### src/rtl/tdes_round_sequencer.sv
// tdes_round_sequencer: Feistel round sequencer for DES/TDES, owns L/R and drives the key schedule
module tdes_round_sequencer #(
    parameter int NUM_PASSES = 3
) (
    input  logic        clk,
    input  logic        n_rst,
    input  logic        clear,
    input  logic        in_valid,
    output logic        in_ready,
    input  logic [63:0] in_block,
    input  logic        decrypt,
    output logic [31:0] f_r,
    input  logic [31:0] f_result,
    output logic [1:0]  key_sel,
    output logic        key_dir,
    output logic        key_load,
    output logic        key_step,
    output logic [1:0]  key_shift,
    output logic [1:0]  pass_idx,
    output logic [3:0]  round_idx,
    output logic        busy,
    output logic        out_valid,
    input  logic        out_ready,
    output logic [63:0] out_block
);
    localparam logic [1:0] st_idle  = 2'd0;
    localparam logic [1:0] st_key   = 2'd1;
    localparam logic [1:0] st_round = 2'd2;
    localparam logic [1:0] st_done  = 2'd3;

    logic [1:0]  state;
    logic [31:0] l, r;
    logic        mode;

    always_ff @(posedge clk or negedge n_rst) begin
        if (!n_rst) begin
            state     <= st_idle;
            l         <= '0;
            r         <= '0;
            mode      <= 1'b0;
            pass_idx  <= '0;
            round_idx <= '0;
        end else if (clear) begin
            state     <= st_idle;
            pass_idx  <= '0;
            round_idx <= '0;
        end else begin
            case (state)
                st_idle: if (in_valid) begin
                    {l, r}   <= in_block;
                    mode     <= decrypt;
                    pass_idx <= '0;
                    state    <= st_key;
                end
                st_key: begin
                    round_idx <= '0;
                    state     <= st_round;
                end
                st_round: if (round_idx != 4'd15) begin
                    l         <= r;
                    r         <= l ^ f_result;
                    round_idx <= round_idx + 4'd1;
                end else begin
                    // last round skips the swap so {L,R} already holds {R16,L16}
                    l         <= l ^ f_result;
                    round_idx <= '0;
                    if (pass_idx == 2'(NUM_PASSES - 1)) begin
                        state <= st_done;
                    end else begin
                        pass_idx <= pass_idx + 2'd1;
                        state    <= st_key;
                    end
                end
                default: if (out_ready) begin
                    pass_idx <= '0;
                    state    <= st_idle;
                end
            endcase
        end
    end

    // EDE/DED: key order reverses with mode, direction alternates per pass
    always_comb begin
        in_ready  = state == st_idle;
        key_load  = state == st_key;
        key_step  = state == st_round;
        busy      = key_load || key_step;
        out_valid = state == st_done;
        f_r       = r;
        out_block = {l, r};
        key_dir   = NUM_PASSES == 1 ? mode : mode ^ pass_idx[0];
        key_sel   = NUM_PASSES == 1 ? 2'd0 : mode ? 2'd2 - pass_idx : pass_idx;
        key_shift = !key_step ? 2'd0 :
                    round_idx == 4'd0 ? {1'b0, ~key_dir} :
                    (round_idx == 4'd1 || round_idx == 4'd8 || round_idx == 4'd15) ? 2'd1 : 2'd2;
    end
endmodule

### config.mk
export PLATFORM = sky130hd
export DESIGN_NAME = tdes_round_sequencer
export DESIGN_NICKNAME = d
export VERILOG_FILES = /design/src/rtl/tdes_round_sequencer.sv
export SDC_FILE = /design/constraint.sdc
export NUM_CORES = 1
export LEC_CHECK = 0
export CORE_UTILIZATION = 35
export DETAILED_ROUTE_END_ITERATION = 8
export MAX_ROUTING_LAYER = met4
export PLACE_DENSITY = 0.69
export SKIP_LAST_GASP = 1
export SLEW_MARGIN = 20
export SYNTH_ARGS = -nofsm -noshare
export SYNTH_HDL_FRONTEND = slang
export SYNTH_SLANG_ARGS = --single-unit
### constraint.sdc
create_clock -name clk -period 2.55 [get_ports clk]
set_input_delay 0.51 -clock clk [delete_from_list [all_inputs] [get_ports clk]]
set_output_delay 0.51 -clock clk [all_outputs]
set_load 0.02 [all_outputs]
== Yosys cells after proc, flatten, opt, wreduce, memory -nomap -nowiden ==
Cells that the tools add are included.
Word-level totals
  bits of input ports: 102
  register bits: 73
  word-level logic and storage cells: 65
  output and inout port bits: 112
Cells by class
  add/sub/neg operators: 3
  equal/unequal tests: 14
  reductions and logical operators: 14
  bitwise gates (word level): 4
  muxes and demuxes: 24
Operator list (count)
  $mux 32: 4
  $pmux 32 s2: 2
  $xor 32x32->32: 1
  $mux 2: 13
  $pmux 2 s3: 2
  $ne 3x3->1 const B: 3
  $reduce_and 3->1: 3
  $eq 4x4->1 const B: 2
  $mux 4: 2
  $pmux 4 s2: 1
  $eq 2x2->1 const B: 3
  $reduce_and 5->1: 1
  $reduce_bool 5->1: 1
  $add 4x1->4 const B: 1
  $eq 4x1->1 const B: 1
  $logic_not 4->1: 1
  $ne 2x2->1 const B: 2
  $ne 4x4->1 const B: 1
  $reduce_and 4->1: 1
  $reduce_bool 4->1: 1
  $logic_or 1x1->1: 3
  $reduce_bool 3->1: 1
  $add 2x1->2 const B: 1
  $eq 2x1->1 const B: 1
  6 further kinds: 7

== Longest topological paths before layout ==
Gate-level depths: netlist of the first run.
  depth in word-level cells: 6
  gate-level depth with buffers: 9

== Worst setup path before layout of the first run ==
OpenSTA, ideal clock, no wires.
  kind: reg-to-reg
  start: reg round_idx[0]
  end: reg r[10], in the netlist f_r[10]
  slack: 0.371 ns
  cell stages (with the launch flop): 9
  arrival: 2.061 ns
  library setup time: 0.118 ns
  required time: 2.432 ns
  cells stage by stage: dfrtp_1 ha_1 buf_6 and3_4 buf_6 a2111o_1 buf_6 clkbuf_1 a21o_1
Between the ends
  cells in the longest elaborated chain, start to end: 3
RTL lines
  from (decl): line 20  | output logic [3:0] round_idx,
  from (signal assigned): line 62  | round_idx <= round_idx + 4'd1;
  $ne 4x4->1: line 59  | st_round: if (round_idx != 4'd15) begin
  $ne 2x1->1 (no line)
  $reduce_and 4->1 (no line)
  to (signal assigned): line 50  | {l, r} <= in_block;
  to (signal assigned): line 61  | r <= l ^ f_result;
  to (decl): line 32  | logic [31:0] l, r;
No other way between the ends.
A chain may end at the register's enable or synchronous reset.

== Worst setup path after layout of the first run ==
  start: reg state[0]
  end: out in_ready
Between the ends
  cells in the longest elaborated chain, start to end: 1
RTL lines
  from (decl): line 31  | logic [1:0] state;
  from (signal assigned): line 37  | state <= st_idle;
  from (signal assigned): line 44  | state <= st_idle;
  from (signal assigned): line 53  | state <= st_key;
  $logic_not 2->1: line 84  | in_ready = state == st_idle;
  to (decl): line 9  | output logic in_ready,
No other way between the ends.

==> results of run 1 <==
critical path, delay by kind of cell, from the launching register on:
family	cells	cell delay, ps
DFF	1	460
buffers and inverters	2	850
adders and majority gates	1	300
cells by family after synthesis:
family | after synthesis | share of synthesized area
AO/OA/AOI/OAI | 176 | 0.262
XOR/XNOR | 34 | 0.0631
adder cells (fa/ha/maj) | 9 | 0.0239
buffers and inverters | 83 | 0.102
flip-flops | 73 | 0.387
multiplexers | 35 | 0.0747
AND/OR/NAND/NOR | 98 | 0.0869
Yosys cell counts, types with 3 or more instances:
library cell  count
a21o_1           32
buf_1             3
ha_1              9
nor2_1           44
xnor2_1          33
mux2i_1          33
a21oi_1          37
o21ai_0          35
buf_4            33
nand3_1           5
buf_6             6
clkbuf_1         32
dfrtp_1          73
inv_1             7
a211oi_2         25
nor3_1            4
a211oi_1          8
a31oi_1          33
nand2_1          37
stage by stage:
step,setup WS (ps),hold WS [ps],cells
4_1_cts,-16.7,213,851
3_5_place_dp,201,518,835
3_3_place_gp,262,506,835
5_1_grt,18.0,234,851
2_1_floorplan,371,214,508
6_report,105,193,851
per-layer routing:
layer / up-vias / track usage / wire, um
li1: 2100 / - / -
met1: 2093 / 0.256 / 6120
met2: 165 / 0.349 / 6710
met3: 14 / 0.0492 / 916
met4: 0 / 0.0513 / 179
met5: - / - / 0
power by group:
part           total (W)  leakage, nW  switching (W)  internal (W)
Clock            0.00146        0.164       0.000498      0.000957
Combinational    0.00502         1.84        0.00259       0.00243
Sequential       0.00224        0.908       0.000558       0.00168
cell type report:
class                           instances  area [um2]
Fill cell                            1200        6080
Multi-Input combinational cell        352        2440
Timing Repair Buffer                  227        2260
Sequential cell                        73        1830
Clock buffer                           11         233
Tap cell                              176         220
Clock inverter                          5         104
Inverter                                7        26.3
sequential cells by signal (all words and copies together), names as in the netlist:
name and flops:
f_r 32, pass_idx 2, l 32, mode 1, state 2, round_idx 4
cell usage in the layout, fill, tap and decap left out, types with 3 or more instances in the layout:
master and count:
dfrtp_1 70, nand2_1 37, ha_1 6, nor3_1 4, a31oi_1 33, buf_4 13, a21oi_1 37, nand3_1 4
a211oi_1 8, xnor2_1 33, clkbuf_16 9, inv_1 7, bufinv_16 3, clkdlybuf4s50_1 210, a211oi_2 25, a21o_1 32
mux2i_1 33, dfrtp_2 3, o21ai_0 35, nor2_1 44
worst paths after layout:
kind                       slack [ps]                 endpoint  depth (start not counted)
max                               100                 in_ready                          3
min reg2reg                       530         l[8]$_DFFE_PN0P_                          2
min in group clk                  530         l[8]$_DFFE_PN0P_                          2
min                               190        l[14]$_DFFE_PN0P_                          2
max reg2reg                       220       f_r[1]$_DFFE_PN0P_                          7
max in group asynchronous        2010  pass_idx[0]$_DFFE_PN0P_                          2
==> impl_metrics.tcl, run 1 <==
set metrics [dict create \
    yosys_warnings 0 \
    post_dp_cell_area_um2 6760 \
    core_region_area_um2 13200 \
    regToRegStartpoint "state[0]$_DFFE_PN0P_" \
    io_buffers 213 \
    drt-vias-per-instance 5.14 \
    post-synth-top-area-cell "dfrtp_1" \
    wire_per_inst_um 16.4 \
    tightestPinTransition_ps 510 \
    gr-total-overflow 0 \
    timing.critical_path.slowest_cell_delay_ps 650 \
    maximum_number_of_pins_on_one_net_before_global_route_repair 80 \
    synth.distinct_cells 33 \
    netlist_top_cells_area "dfrtp_1 (39%), mux2i_1 (7.0%), a211oi_2 (6.6%)" \
    cp_data_arrival_time_ps 1940 \
    slew-limit-headroom 0.660 \
    fin_util 0.539 \
    run_status "finished, final reports clean" \
    number_of_maximum_capacitance_constraint_violations 0 \
    place.gp.congestion 0.827 \
    drt_first_pass_iters 6 \
    postRouteWirelength_um 13900 \
    crit_path_start "state[0]$_DFFE_PN0P_" \
    worstPathCellList "inv_1 -> ha_1 -> clkdlybuf4s50_1" \
    vdd.ir_drop.worst_uv 648 \
    power_consumption_w 0.00872 \
    timing.critical_path.from_type "flip-flop" \
    seq_area_frac_synth 0.387 \
    fin_crit_ps 2450 \
    die_w_um 118 \
    cts.repair_timing.setup_buffer_count 0 \
    ys_async_sr_fraction 1.00 \
    grt_pass1_vias 4356 \
    synth_edf_count 0 \
    detailedPlacementHpwl_um 9510 \
    worstSetupPathType "reg2out" \
    cts.path.max_buffers 2 \
    io_pins 214 \
    clock_sink_count 73 \
    hp-class "in2async" \
    worst-path-max-fanout 6 \
    tns_ps 0 \
    floorplan.die_area_um2 14000 \
    report.final.setup_viol 0 \
    via_count 4372 \
    number_of_antenna_violations_at_the_first_check_in_global_routing 0 \
    clkLatencyLatePin_ps 330 \
    post_synth.cell_area_avg_um2 9.29 \
    antenna-diode-count 0 \
    synth_nets 619 \
    clk_pin_slew_worst_paths_ps 60 \
    tritoncts "built" \
    cts_hold_buffers 0 \
    detailed_route_drc_error_count 0 \
    timing.critical_path.to_type "output pin" \
    postSynth.topFlopCell "dfrtp_1" \
    synth_seq_cells 73 \
    grt_first_pass_wirelength_um 22800 \
    areaGrowthSynthToFinish_pct 50.6 \
    cts-htree-levels 3 \
    grt_setup_unrepaired "false" \
    hold_viol 0 \
    power-per-cell-area_nw_per_um2 1230 \
    timing.critical_path.required_ps 2040 \
    global_route.usage.total 0.210 \
    synth_top_area_share 0.387 \
    design.final.nets 781 \
    stdcell_area_um2 7110 \
    cts_resized 4 \
    fp-row-count 42 \
    die_h_um 118 \
    clock-skew-final_ps 8.77 \
    netlist_instances 508 \
    crit_path_top_delay_cell "clkdlybuf4s50_1" \
    detail-route-antenna-nets 0 \
    start_util 0.358 \
    share_of_final_layout_standard_cells_stronger_than_drive_strength_1 0.0978 \
    crit_share_post_route 0.959 \
    maxSlewViolCount 0 \
    clk_root_buf "clkbuf_16" \
    syn-cell-area_um2 4720 \
    power_leakage_nw 2.91 \
    max_freq_ghz 0.409 \
    drtIter0Drc 263 \
    cts_inserted_buffers 9 \
]
No activity file was read; power rests on OpenSTA's default activity.
==> run 2: changes to the inputs <==
- RECOVER_POWER: unset -> 50
- clock period: 2.55 -> 2.53 ns (I/O delays scaled with it)
==> run 2 against run 1 <==
Net effect:
- the run now ends with capacitance limit, slew limit left
- setup slack lost 10 ps
- critical path depth is the same
- first-iteration DRC count grew 16%
- final cell count grew 0.12%
- sequential share of layout area grew 0.37 points
- register-to-register slack is essentially flat
- count of clock-buffer cells in the layout grew 1
- die area is the same
- hold slack gained 330 ps
==> impl_metrics.tcl, run 2 (same netlist as run 1, synthesis figures left out) <==
set metrics [dict create \
    fin_crit_ps 2440 \
    failed_checks "capacitance limit, slew limit" \
    floorplan.die_area_um2 14000 \
    detail-route-antenna-nets 0 \
    grt_pass1_vias 4358 \
    clk_pin_slew_worst_paths_ps 60 \
    die_w_um 118 \
    die_h_um 118 \
    post_dp_cell_area_um2 6760 \
    power_leakage_nw 2.94 \
    drt_first_pass_iters 6 \
    tritoncts "built" \
    cts_inserted_buffers 9 \
    io_pins 214 \
    drt-vias-per-instance 5.10 \
    timing.critical_path.required_ps 2020 \
    crit_share_post_route 0.963 \
    place.gp.congestion 0.852 \
    run_status "finished, violations left" \
    power-per-cell-area_nw_per_um2 1180 \
    maxSlewViolCount 74 \
    global_route.usage.total 0.205 \
    wire_per_inst_um 16.2 \
    vdd.ir_drop.worst_uv 544 \
    tns_ps 0 \
    power_consumption_w 0.00829 \
    tightestPinTransition_ps 1920 \
    share_of_final_layout_standard_cells_stronger_than_drive_strength_1 0.0947 \
    antenna-diode-count 0 \
    io_buffers 213 \
    max_freq_ghz 0.411 \
    detailedPlacementHpwl_um 9660 \
    via_count 4349 \
    layout_common_cells "clkdlybuf4s50_1 (158), dfrtp_1 (71), dlygate4sd3_1 (52)" \
    worst-path-max-fanout 6 \
    stdcell_area_um2 7000 \
    cts-htree-levels 3 \
    postRouteWirelength_um 13800 \
    worstSetupPathType "reg2out" \
    fin_util 0.531 \
    detailed_route_drc_error_count 0 \
    number_of_maximum_capacitance_constraint_violations 1 \
    drtIter0Drc 304 \
    gr-total-overflow 0 \
    slew-limit-headroom -0.277 \
    count_of_fill_cells_added_during_filler_insertion 1203 \
    core_region_area_um2 13200 \
    commonest_non_fill_non_tap_cell_in_the_layout "clkdlybuf4s50_1" \
    grt_setup_unrepaired "false" \
    cts.path.max_buffers 2 \
    maximum_number_of_pins_on_one_net_before_global_route_repair 80 \
    design.final.nets 782 \
    cp_data_arrival_time_ps 1930 \
    timing.critical_path.to_type "output pin" \
    hp-class "reg2reg" \
    hold_viol 0 \
    cts.repair_timing.setup_buffer_count 0 \
    clock_sink_count 73 \
    clkLatencyLatePin_ps 340 \
    report.final.setup_viol 0 \
    areaGrowthSynthToFinish_pct 48.4 \
    start_util 0.358 \
    fp-row-count 42 \
    clk_root_buf "clkbuf_16" \
    clock-skew-final_ps 5.55 \
    grt_first_pass_wirelength_um 22300 \
    number_of_antenna_violations_at_the_first_check_in_global_routing 0 \
    timing.critical_path.from_type "flip-flop" \
    worst_hold_slack_ps 525 \
]
run 2: cell count changes in the layout (fill, tap and decap cells not counted), sizes merged:
cell,change
clkdlybuf4s50,-52
dlygate4sd3,+52
bufinv,-3
clkbuf,+2
clkinv,+2
run 2: per-layer routing:
metal,vias to the layer above,track usage,share of wire
li1,2100,-,-
met3,16,0.0352,0.052
met2,153,0.340,0.50
met4,0,0.0697,0.012
met1,2080,0.252,0.44
met5,-,-,0
run 2: worst paths after layout:
kind	from	end	slack [ps]	cells past startpoint
max	state[0]$_DFFE_PN0P_	in_ready	90	3
min	l[29]$_DFFE_PN0P_	l[29]$_DFFE_PN0P_	520	2
max reg2reg	state[0]$_DFFE_PN0P_	f_r[4]$_DFFE_PN0P_	210	7
min reg2reg	l[29]$_DFFE_PN0P_	l[29]$_DFFE_PN0P_	520	2
max in group asynchronous	n_rst	round_idx[2]$_DFFE_PN0P_	560	1
min in group asynchronous	n_rst	l[16]$_DFFE_PN0P_	670	1
run 2: where the power goes:
part,switching (W),leakage (nW),internal [W]
clock network,0.000474,0.130,0.000657
registers,0.000551,0.910,0.00169
logic,0.00262,1.90,0.00229
total,0.00364,2.94,0.00465
run 2: critical path, stage by stage (launching register included):
cell             delay (ps)
dfrtp_1                 450
inv_1                   210
ha_1                    290
clkdlybuf4s50_1         650
run 2: timing repair:
action / CTS / global route
gates resized for setup: 2 / 2
endpoints found under the hold margin: 0 / 0
endpoints found under the setup margin: 2 / 2
hold buffers: 0 / 0
run 2: area by class of cell:
class | count | area, um2 | share of cell area
multi-input cells | 352 | 2430 | 0.347
repair buffers | 228 | 2240 | 0.320
flip-flops and latches | 73 | 1830 | 0.261
clock buffers | 12 | 236 | 0.0338
well taps | 176 | 220 | 0.0314
inverters | 7 | 26.3 | 0.00375
clock inverters | 4 | 20.0 | 0.00286
run 2: per-stage QoR:
stage          std cells  setup slack, ps
6_report             852             94.3
5_1_grt              852             40.8
4_1_cts              852            -96.4
3_5_place_dp         836              248
3_3_place_gp         836              295
2_1_floorplan        508              351
==> run 3: changes to the inputs <==
- CORE_ASPECT_RATIO: unset -> 0.5
==> run 3 against run 2 <==
Net effect:
- the run ends with DRC left
- clock power grew 24%
- register-to-register slack gained 100 ps
- design area grew 0.88%
- sequential share of layout area shrank 0.23 points
- power grew 3.4%
- core utilization grew 1.6 points
- combinational power is essentially flat
- sequential cell count is the same
- global-route usage grew 0.47 points
- count of clock-buffer cells in the layout shrank 1
- critical path depth grew 1
==> impl_metrics.tcl, run 3 (same netlist as run 1, synthesis figures left out) <==
set metrics [dict create \
    via_count 4259 \
    cts_inserted_buffers 9 \
    clock_sink_count 73 \
    gr-total-overflow 0 \
    vdd.ir_drop.worst_uv 577 \
    layout_common_cells "clkdlybuf4s50_1 (157), dfrtp_1 (71), dlygate4sd3_1 (53)" \
    cts.path.max_buffers 2 \
    detailed_route_drc_error_count 6 \
    hold_viol 0 \
    power.switching_fraction 0.426 \
    detailedPlacementHpwl_um 9900 \
    grt_pass1_vias 4314 \
    core_region_area_um2 12900 \
    wire_per_inst_um 16.6 \
    io_pins 214 \
    power.internal_w 0.00491 \
    report.final.setup_viol 0 \
    areaGrowthSynthToFinish_pct 49.7 \
    postRouteWirelength_um 14000 \
    timing.critical_path.required_ps 2020 \
    floorplan.die_area_um2 14000 \
    p_switching_w 0.00365 \
    crit_share_post_route 0.957 \
    number_of_maximum_capacitance_constraint_violations 0 \
    power-per-cell-area_nw_per_um2 1210 \
    maximum_number_of_pins_on_one_net_before_global_route_repair 101 \
    logic_pwr_share 0.574 \
    start_util 0.365 \
    maxSlewViolCount 0 \
    clock-skew-final_ps 3.30 \
    failed_checks "DRC" \
    die_w_um 166 \
    drtIter0Drc 263 \
    fin_crit_ps 2420 \
    grt_first_pass_wirelength_um 22800 \
    timing.critical_path.from_type "flip-flop" \
    clk_root_buf "clkbuf_16" \
    clkLatencyLatePin_ps 330 \
    detail-route-antenna-nets 0 \
    power_leakage_nw 2.97 \
    max_freq_ghz 0.413 \
    cts-htree-levels 3 \
    hp-class "in2async" \
    drt_first_pass_iters 9 \
    drt-vias-per-instance 5.05 \
    power_frac_clock 0.164 \
    cp_data_arrival_time_ps 1920 \
    run_status "finished, violations left" \
    tns_ps 0 \
    commonest_non_fill_non_tap_cell_in_the_layout "clkdlybuf4s50_1" \
    place.gp.congestion 0.837 \
    worstSetupPathType "reg2out" \
    share_of_final_layout_standard_cells_stronger_than_drive_strength_1 0.0921 \
    seq_power_share 0.262 \
    cts.repair_timing.setup_buffer_count 0 \
    worst-path-max-fanout 7 \
    antenna-diode-count 0 \
    tightestPinTransition_ps 1140 \
    io_buffers 213 \
    clk_pin_slew_worst_paths_ps 60 \
    die_h_um 84.1 \
    grt_setup_unrepaired "false" \
    power_consumption_w 0.00857 \
    count_of_fill_cells_added_during_filler_insertion 1172 \
    global_route.usage.total 0.210 \
    tritoncts "built" \
    design.final.nets 779 \
    timing.critical_path.to_type "output pin" \
    number_of_antenna_violations_at_the_first_check_in_global_routing 0 \
    fp-row-count 29 \
    slew-limit-headroom 0.240 \
]
[run 3: cell count changes in the layout (fill, tap and decap cells not counted)]
| cell | before | now |
|---|---|---|
| clkinv_2 | 4 | 2 |
| buf_12 | 0 | 2 |
| clkinvlp_4 | 0 | 1 |
| clkdlybuf4s50_1 | 158 | 157 |
| ha_1 | 6 | 7 |
| buf_6 | 0 | 1 |
| clkbuf_2 | 1 | 3 |
| dlygate4sd3_1 | 52 | 53 |
| clkbuf_8 | 0 | 2 |
| bufinv_16 | 0 | 2 |
| ha_2 | 2 | 1 |
| buf_4 | 15 | 6 |
| clkbuf_1 | 3 | 1 |
[run 3: layout make-up]
type                            count  area (um2)  area share
Clock buffer                       11         253      0.0358
Clock inverter                      5        77.6      0.0110
Inverter                            7        26.3     0.00372
Multi-Input combinational cell    352        2430       0.344
Sequential cell                    73        1830       0.259
Tap cell                          170         213      0.0301
Timing Repair Buffer              225        2240       0.317
[run 3: worst paths after layout]
kind / slack, ps / startpoint / endpoint / depth (start not counted)
worst max-delay path: 110 / pass_idx[0]$_DFFE_PN0P_ / key_sel[1] / 4
worst min-delay path: 390 / n_rst / mode$_DFFE_PN0P_ / 1
worst max register to register: 310 / state[0]$_DFFE_PN0P_ / f_r[2]$_DFFE_PN0P_ / 7
worst min register to register: 520 / l[18]$_DFFE_PN0P_ / l[18]$_DFFE_PN0P_ / 2
max in group asynchronous: 880 / n_rst / f_r[20]$_DFFE_PN0P_ / 2
min in group clk: 520 / l[18]$_DFFE_PN0P_ / l[18]$_DFFE_PN0P_ / 2
[run 3: metal layers]
metal,track usage,vias up,routed length (um)
li1,-,2092,-
met5,-,-,0
met3,0.0318,13,665
met1,0.256,2033,6050
met2,0.367,121,7150
met4,0.0488,0,157
[run 3: repair_timing]
item,in CTS,in global routing
setup endpoints to repair,2,2
hold buffers,0,0
resized for setup,3,2
[run 3: worst max-delay path, cell delays in order (launching register included)]
cell and delay [ps]:
dfrtp_2 430, inv_1 60, ha_1 300, mux2_2 260, clkdlybuf4s50_1 540
[run 3: power groups by stage]
stage	Sequential (W)	Clock, W	Combinational, W
after floorplan	0.00277	0	0.00272
after global placement	0.00226	0	0.00504
after detailed placement	0.00229	0	0.00511
after CTS	0.00227	0.00144	0.00512
after global routing	0.00234	0.00149	0.00526
final	0.00224	0.00140	0.00492
[run 3: metrics by stage]
stage,instances,hold WS [ps],worst slack [ps],util,cell area (um2)
floorplan,508,210,351,-,4720
global placement,827,505,300,0.523,6760
detailed placement,827,513,253,0.523,6760
CTS,843,208,13.3,0.549,7090
global route,843,489,42.9,0.547,7070
finish,843,393,108,0.547,7070
